## config.mk

```make
export PLATFORM = sky130hd
export DESIGN_NAME = mem_access_unit
export DESIGN_NICKNAME = d
export VERILOG_FILES = /design/src/rtl/mem_access_unit.sv
export SDC_FILE = /design/constraint.sdc
export NUM_CORES = 1
export LEC_CHECK = 0
export CORE_ASPECT_RATIO = 0.8
export CORE_MARGIN = 4
export CORE_UTILIZATION = 50
export CTS_BUF_LIST = sky130_fd_sc_hd__clkbuf_8
export DETAILED_ROUTE_END_ITERATION = 16
export PLACE_DENSITY = 0.86
export RECOVER_POWER = 25
export SKIP_LAST_GASP = 1
export SLEW_MARGIN = 20
export SYNTH_ARGS = -nofsm -noshare
export SYNTH_HDL_FRONTEND = slang
export SYNTH_SLANG_ARGS = --single-unit
```

## constraint.sdc

```tcl
create_clock -name clk -period 2.82 [get_ports clk]
set_input_delay 0.564 -clock clk [delete_from_list [all_inputs] [get_ports clk]]
set_output_delay 0.564 -clock clk [all_outputs]
set_load 0.03 [all_outputs]
```

## src/rtl/mem_access_unit.sv

```systemverilog
// Data-memory access unit for the MEM stage: launches aligned loads/stores onto a simple
// req/ack bus, stalls the pipeline until the bus answers or times out, and extends load data.
module mem_access_unit #(
  parameter int unsigned TIMEOUT_CYCLES = 255
) (
  input  logic        clk,
  input  logic        rst_n,
  input  logic        mem_read,
  input  logic        mem_write,
  input  logic [2:0]  funct3,
  input  logic [31:0] addr,
  input  logic [31:0] wdata,
  input  logic        flushM,
  output logic        dm_req,
  output logic        dm_we,
  output logic [31:0] dm_addr,
  output logic [31:0] dm_wdata,
  output logic [3:0]  dm_be,
  input  logic        dm_ack,
  input  logic [31:0] dm_rdata,
  output logic        stall_req,
  output logic [31:0] load_data,
  output logic        misaligned,
  output logic        bus_err
);

  typedef enum logic [1:0] {StIdle, StReq, StDone} state_e;

  localparam logic [15:0] LimitM1 = 16'(TIMEOUT_CYCLES - 1);

  state_e      r_state;
  logic [15:0] r_cnt;
  logic [31:0] r_addr;
  logic [2:0]  r_funct3;
  logic        r_we;
  logic [3:0]  r_be;
  logic [31:0] r_wdata;
  logic [31:0] r_load_data;

  logic        w_legal;
  logic        w_aligned;
  logic        w_cand;
  logic        w_access;
  logic        w_timeout;
  logic [3:0]  w_be;
  logic [31:0] w_wdata;
  logic [31:0] w_lane;
  logic [31:0] w_ext;

  // Decode size legality, alignment and the bus lanes for a store.
  always_comb begin
    w_legal   = 1'b0;
    w_aligned = 1'b1;
    case (funct3)
      3'b000, 3'b100: w_legal = 1'b1;
      3'b001, 3'b101: begin
        w_legal   = 1'b1;
        w_aligned = ~addr[0];
      end
      3'b010: begin
        w_legal   = 1'b1;
        w_aligned = (addr[1:0] == 2'b00);
      end
      default: w_legal = 1'b0;
    endcase

    w_be    = 4'b1111;
    w_wdata = '0;
    if (mem_write) begin
      case (funct3[1:0])
        2'b00: begin
          w_be    = 4'b0001 << addr[1:0];
          w_wdata = {4{wdata[7:0]}};
        end
        2'b01: begin
          w_be    = addr[1] ? 4'b1100 : 4'b0011;
          w_wdata = {2{wdata[15:0]}};
        end
        default: begin
          w_be    = 4'b1111;
          w_wdata = wdata;
        end
      endcase
    end
  end

  assign w_cand     = rst_n & (r_state == StIdle) & (mem_read | mem_write) & ~flushM & w_legal;
  assign w_access   = w_cand & w_aligned;
  assign misaligned = w_cand & ~w_aligned;

  // Ack in the limit cycle wins over the timeout.
  assign w_timeout = (r_state == StReq) & ~dm_ack & (r_cnt == LimitM1);
  assign bus_err   = w_timeout;

  assign stall_req = w_access | (r_state == StReq);

  assign dm_req   = (r_state == StReq);
  assign dm_we    = dm_req & r_we;
  assign dm_be    = dm_req ? r_be : 4'b0000;
  assign dm_addr  = dm_req ? {r_addr[31:2], 2'b00} : 32'h0;
  assign dm_wdata = dm_req ? r_wdata : 32'h0;

  assign w_lane = dm_rdata >> {r_addr[1:0], 3'b000};

  always_comb begin
    w_ext = dm_rdata;
    case (r_funct3)
      3'b000:  w_ext = {{24{w_lane[7]}}, w_lane[7:0]};
      3'b001:  w_ext = {{16{w_lane[15]}}, w_lane[15:0]};
      3'b100:  w_ext = {24'h0, w_lane[7:0]};
      3'b101:  w_ext = {16'h0, w_lane[15:0]};
      default: w_ext = dm_rdata;
    endcase
  end

  always_ff @(posedge clk or negedge rst_n) begin
    if (!rst_n) begin
      r_state     <= StIdle;
      r_cnt       <= '0;
      r_addr      <= '0;
      r_funct3    <= '0;
      r_we        <= 1'b0;
      r_be        <= '0;
      r_wdata     <= '0;
      r_load_data <= '0;
    end else begin
      case (r_state)
        StIdle: begin
          if (w_access) begin
            r_state  <= StReq;
            r_cnt    <= '0;
            r_addr   <= addr;
            r_funct3 <= funct3;
            r_we     <= mem_write;
            r_be     <= w_be;
            r_wdata  <= w_wdata;
          end
        end
        StReq: begin
          if (dm_ack) begin
            r_state <= StDone;
            if (!r_we) r_load_data <= w_ext;
          end else if (w_timeout) begin
            r_state <= StDone;
            if (!r_we) r_load_data <= '0;
          end else begin
            r_cnt <= r_cnt + 16'd1;
          end
        end
        StDone:  r_state <= StIdle;
        default: r_state <= StIdle;
      endcase
    end
  end

  assign load_data = r_load_data;

endmodule

```

==> flow_metrics.env, run 1 <==
export IMPL_post_dp_hpwl_microns=12800
export IMPL_period_share=0.941
export IMPL_yosys_warnings=0
export IMPL_vdd_drop_max_mv=0.357
export IMPL_netlist_area_sq_um=6420
export IMPL_p_sw_frac=0.361
export IMPL_nets=1040
export IMPL_cts_max_path_buffers=2
export IMPL_synth_avg_cell_area_sq_um=8.68
export IMPL_synth_seq_area_share=0.476
export IMPL_hold_violations=0
export IMPL_yosysTopAreaCell="dfrtp_1"
export IMPL_synth_area_leaders="dfrtp_1, nand2_1, and2_1"
export IMPL_synth_compound_area_share=0.139
export IMPL_p_per_area_nw_per_um2=710
export IMPL_chipWidth_microns=135
export IMPL_synthArstFlopShare=1.00
export IMPL_core_area_sq_um=12400
export IMPL_comb_power_share=0.337
export IMPL_yosysUniqueCellTypes=57
export IMPL_min_path_type="reg2reg"
export IMPL_antenna_found_initial=0
export IMPL_drive_gt1_frac=0.162
export IMPL_holdPathEnd="r_wdata[29]"
export IMPL_worst_slew_pin_slew_ns=1.78
export IMPL_yosys_area_share_simple=0.278
export IMPL_maxSlewHeadroom=-0.184
export IMPL_cts_sinks=122
export IMPL_min_path_cells=2
export IMPL_rows=36
export IMPL_synth_fa_ha_area_frac=0.00390
export IMPL_worst_r2r_setup_slack_ns=0.69
export IMPL_rsz0062_at_grt="no"
export IMPL_grt_pass1_vias=5687
export IMPL_ioPinCount=210
export IMPL_synth_top_family_by_area="simple AND/OR/NAND/NOR gates"
export IMPL_synth_most_common_cell="nand2_1"
export IMPL_synth_cells=739
export IMPL_cts_made_buffers=17
export IMPL_clk_latency_ns=0.44
export IMPL_dr_pass1_iters=5
export IMPL_p_int_w=0.00404
export IMPL_outcome="complete, but fails checks"
export IMPL_hp_start="r_wdata[29]"
export IMPL_grtUsageTotal=0.250
export IMPL_r2r_end="load_data[12]"
export IMPL_synth_xor_area_share=0.00136
export IMPL_worst_path_max_fanout=2
export IMPL_grt_pass1_wl_microns=29100
export IMPL_rr_startpoint="r_state[1]"
export IMPL_grt_max_degree=94
export IMPL_finalSetupTns_ns=0
export IMPL_clockRootBuffer="clkbuf_8"
export IMPL_clk_transition_reported_paths_ns=0.08
export IMPL_setup_violations=0
export IMPL_ant_nets=0
export IMPL_synth_seq_cells=122
export IMPL_wire_per_inst_microns=16.4
export IMPL_layout_setup_ws_ns=0.166
export IMPL_r2r_cells=6
export IMPL_p_clk_frac=0.265
export IMPL_p_leak_nw=4.32
export IMPL_pre_cts_ws_ns=0.196
export IMPL_p_switching_w=0.00228
export IMPL_synth_common_cells="nand2_1, dfrtp_1, and2_1"
export IMPL_fin_util=0.718
export IMPL_drt_iter0_markers=528
export IMPL_drc=0
export IMPL_max_freq_ghz=0.377
export IMPL_worstPathArrival_ns=2.09
export IMPL_area_delta_synth_final_pct=38.5
export IMPL_startpoint_type="input pin"
export IMPL_violations="capacitance limit, slew limit"
export IMPL_critPathRequiredTime_ns=2.26
export IMPL_cap_violations=1
export IMPL_cp_end_kind="primary output"
export IMPL_cts_tree="done"
export IMPL_fin_skew_ns=0.0183
export IMPL_routed_wl_microns=18400
export IMPL_num_antenna_cells=0
export IMPL_sequentialPowerShare=0.397
export IMPL_via_per_inst=5.27
export IMPL_gp_congestion=0.850
export IMPL_synth_mux_area_frac=0.0583
export IMPL_io_buffers=207
export IMPL_fin_crit_ns=2.65
export IMPL_slew_viol_final=71
export IMPL_synthFlopType="dfrtp_1"
export IMPL_die_h_microns=109
export IMPL_initial_core_util=0.518
export IMPL_synth_edf_count=0
export IMPL_num_vias=5889
export IMPL_htreeDepth=4
export IMPL_crit_type="in2out"
export IMPL_dieArea_sq_um=14700
export IMPL_gr_total_overflow=0
export IMPL_synth_top_area_frac=0.476
export IMPL_ctsHoldBuffers=0
[layout by cell type (no fill, tap or decap), drive strengths merged, types with 11 or more instances in the layout]
cell and count:
nand2 222, clkdlybuf4s50 135, dfrtp 122, buf 87, and2 68, o21ai 56
a21oi 25, nand3 25, nor2 20, a22oi 19, mux2 19, clkbuf 19
inv 18, mux2i 16, a22o 11
[registers in the layout, indices dropped and copies added (netlist names)]
register and flops:
r_cnt 16, r_state 2, load_data 32, r_wdata 32, r_be 4, r_funct3 3, r_addr 32, r_we 1
[power groups by stage]
stage          Clock, W  Sequential, W  Combinational (W)
2_1_floorplan         0        0.00284           0.000895
3_3_place_gp          0        0.00252            0.00210
3_5_place_dp          0        0.00253            0.00214
4_1_cts         0.00171        0.00250            0.00215
5_1_grt         0.00178        0.00257            0.00230
6_report        0.00167        0.00251            0.00213
[worst max-delay path by stage]
stage	end	slack, ns	cells past startpoint	startpoint
after global routing	bus_err	0.08	6	r_cnt[0]
final	stall_req	0.17	6	flushM
after detailed placement	stall_req	0.20	6	flushM
after global placement	stall_req	0.24	6	flushM
after floorplan	misaligned	0.49	4	funct3[1]
after CTS	stall_req	0.19	6	flushM
[timing repair]
item,in CTS,in global routing
hold endpoints to repair,0,0
resized for setup,1,0
buffers inserted,0,0
setup endpoints to repair,1,0
[per-layer routing]
layer	track usage	wire length [microns]	part of all wire	up-vias
met5	0	0	0	-
met4	0.0661	174	0.0095	0
met3	0.0759	1450	0.079	14
met2	0.392	8560	0.47	203
met1	0.341	8190	0.45	2792
li1	-	-	-	2880
[cell families after synthesis]
family,Yosys count
mux,35
compound gates,142
simple gates,375
xor+xnor,1
buf+inv,61
other cells,1
fa+ha+maj,2
flops,122
[metrics by stage]
| stage | hold slack (ns) | power [W] | area [sq um] | std cells |
|---|---|---|---|---|
| 6_report | 0.462 | 0.00631 | 8890 | 1117 |
| 4_1_cts | 0.374 | 0.00635 | 8890 | 1117 |
| 3_3_place_gp | 0.442 | 0.00462 | 8470 | 1085 |
| 3_5_place_dp | 0.448 | 0.00466 | 8470 | 1085 |
| 2_1_floorplan | 0.268 | 0.00374 | 6420 | 740 |
| 5_1_grt | 0.490 | 0.00665 | 8890 | 1117 |
[worst max-delay path: stages]
cell	delay (ns)
clkdlybuf4s50_1	0.41
nor4b_2	0.40
o21ai_0	0.22
o21bai_4	0.23
nand2_1	0.10
buf_4	0.16
[layout make-up]
cell class | count | area, sq um
Fill cell | 990 | 3500
Multi-Input combinational cell | 557 | 3100
Sequential cell | 122 | 3050
Timing Repair Buffer | 225 | 2060
Clock buffer | 17 | 234
Tap cell | 171 | 214
Clock inverter | 15 | 188
Inverter | 10 | 37.5
Note: power is estimated with default switching activity, not from simulation.
==> inputs of run 2 (changes only) <==
GPL_TIMING_DRIVEN = 0   (was unset)
==> flow_metrics.env, run 2 (same netlist as run 1, synthesis figures left out) <==
export IMPL_multi_input_area_sq_um=3110
export IMPL_dieArea_sq_um=14700
export IMPL_grt_pass1_wl_microns=33400
export IMPL_clockRootBuffer="clkbuf_8"
export IMPL_p_int_w=0.00408
export IMPL_cp_cell_sequence="clkdlybuf4s50_1, nor4b_4, o21ai_1, o21bai_2, buf_6, nand2_1, clkbuf_4"
export IMPL_p_sw_frac=0.363
export IMPL_comb_power_share=0.347
export IMPL_pre_cts_ws_ns=-1.23
export IMPL_num_antenna_cells=0
export IMPL_via_per_inst=5.57
export IMPL_cp_slowest_cell="clkdlybuf4s50_1"
export IMPL_layoutNonFillerInstCount=1152
export IMPL_maxSlewHeadroom=-0.345
export IMPL_drive_gt1_frac=0.117
export IMPL_nets=1075
export IMPL_p_leak_nw=4.58
export IMPL_grt_max_degree=34
export IMPL_critPathRequiredTime_ns=2.26
export IMPL_worst_path_max_fanout=19
export IMPL_max_stage_delay_ns=0.49
export IMPL_min_path_type="in2async"
export IMPL_grtUsageTotal=0.291
export IMPL_vdd_drop_max_mv=0.380
export IMPL_rsz0062_at_grt="yes"
export IMPL_fin_skew_ns=0.0155
export IMPL_place_inst=1117
export IMPL_gr_total_overflow=0
export IMPL_ioPinCount=210
export IMPL_post_dp_hpwl_microns=15200
export IMPL_max_freq_ghz=0.355
export IMPL_cap_violations=2
export IMPL_startpoint_type="input pin"
export IMPL_hold_violations=0
export IMPL_critPathTopFamily="buffers and inverters"
export IMPL_p_switching_w=0.00233
export IMPL_regArea_sq_um=3050
export IMPL_num_vias=6418
export IMPL_final_common_cell="nand2_1"
export IMPL_layout_setup_ws_ns=0.00559
export IMPL_routed_wl_microns=20900
export IMPL_rows=36
export IMPL_fillers=964
export IMPL_grt_pass1_vias=6506
export IMPL_ant_nets=0
export IMPL_cts_made_buffers=17
export IMPL_fin_crit_ns=2.81
export IMPL_period_share=0.998
export IMPL_critPathBufInv=3
export IMPL_cts_sinks=122
export IMPL_worst_slew_pin_slew_ns=2.02
export IMPL_outcome="complete, but fails checks"
export IMPL_area_delta_synth_final_pct=42.8
export IMPL_sequentialPowerShare=0.387
export IMPL_p_per_area_nw_per_um2=699
export IMPL_drc=0
export IMPL_cts_tree="done"
export IMPL_htreeDepth=4
export IMPL_gp_congestion=0.911
export IMPL_final_cell_mix="nand2_1, clkdlybuf4s50_1, dfrtp_1"
export IMPL_drt_iter0_markers=521
export IMPL_core_area_sq_um=12400
export IMPL_dr_pass1_iters=6
export IMPL_initial_core_util=0.518
export IMPL_chipWidth_microns=135
export IMPL_worstPathArrival_ns=2.25
export IMPL_wire_per_inst_microns=18.1
export IMPL_setup_violations=0
export IMPL_die_h_microns=109
export IMPL_cp_end_kind="primary output"
export IMPL_fin_util=0.740
export IMPL_slew_viol_final=67
export IMPL_antenna_found_initial=0
export IMPL_io_buffers=205
export IMPL_cts_max_path_buffers=2
export IMPL_p_clk_frac=0.266
export IMPL_clk_transition_reported_paths_ns=0.08
export IMPL_violations="capacitance limit, slew limit"
export IMPL_clk_latency_ns=0.45
export IMPL_crit_type="in2out"
-- run 2: routing by layer --
metal  up-vias  GRT usage  part of all wire
li1       2960          -                 -
met1      3087      0.376              0.41
met2       313      0.462              0.47
met3        58     0.0892             0.092
met4         0      0.120             0.027
met5         -          0                 0
-- run 2: power by group through the flow --
stage	registers (W)	clock network, W	logic (W)
after global placement	0.00248	0	0.00218
after global routing	0.00253	0.00179	0.00240
final	0.00248	0.00171	0.00223
after CTS	0.00247	0.00172	0.00223
after floorplan	0.00284	0	0.000895
after detailed placement	0.00250	0	0.00223
-- run 2: worst paths after layout --
path | start | endpoint | slack (ns) | cells after the start
max in group asynchronous | rst_n | load_data[4] | 0.99 | 1
worst max register to register | r_cnt[0] | load_data[26] | 0.84 | 8
worst max-delay path | flushM | stall_req | 0.006 | 7
worst min register to register | load_data[5] | load_data[5] | 0.47 | 2
min in group clk | load_data[5] | load_data[5] | 0.47 | 2
worst min-delay path | rst_n | r_addr[3] | 0.05 | 2
-- run 2: per-stage QoR --
stage	power, W	area [sq um]	hold slack (ns)	setup TNS (ns)
CTS	0.00642	9200	0.0561	-0.193
global route	0.00673	9170	0.0515	-0.0574
detailed placement	0.00473	8720	0.452	-13.19
finish	0.00641	9170	0.0527	0
global placement	0.00466	8690	0.443	-827.16
floorplan	0.00374	6420	0.268	0
-- run 2: final cells by class --
type | instances | area share
flip-flops and latches | 122 | 0.333
plain buffers | 49 | 0.0280
inverters | 10 | 0.00410
clock buffers | 19 | 0.0285
multi-input cells | 557 | 0.339
repair buffers | 211 | 0.226
well taps | 171 | 0.0233
clock inverters | 13 | 0.0182
-- run 2: what timing repair did --
action,in CTS,in global routing
hold buffers,1,0
setup endpoints to repair,71,13
buffers inserted,0,2
endpoints found under the hold margin,32,0
gates resized for setup,108,13
pin swaps,0,1
cloned,2,0
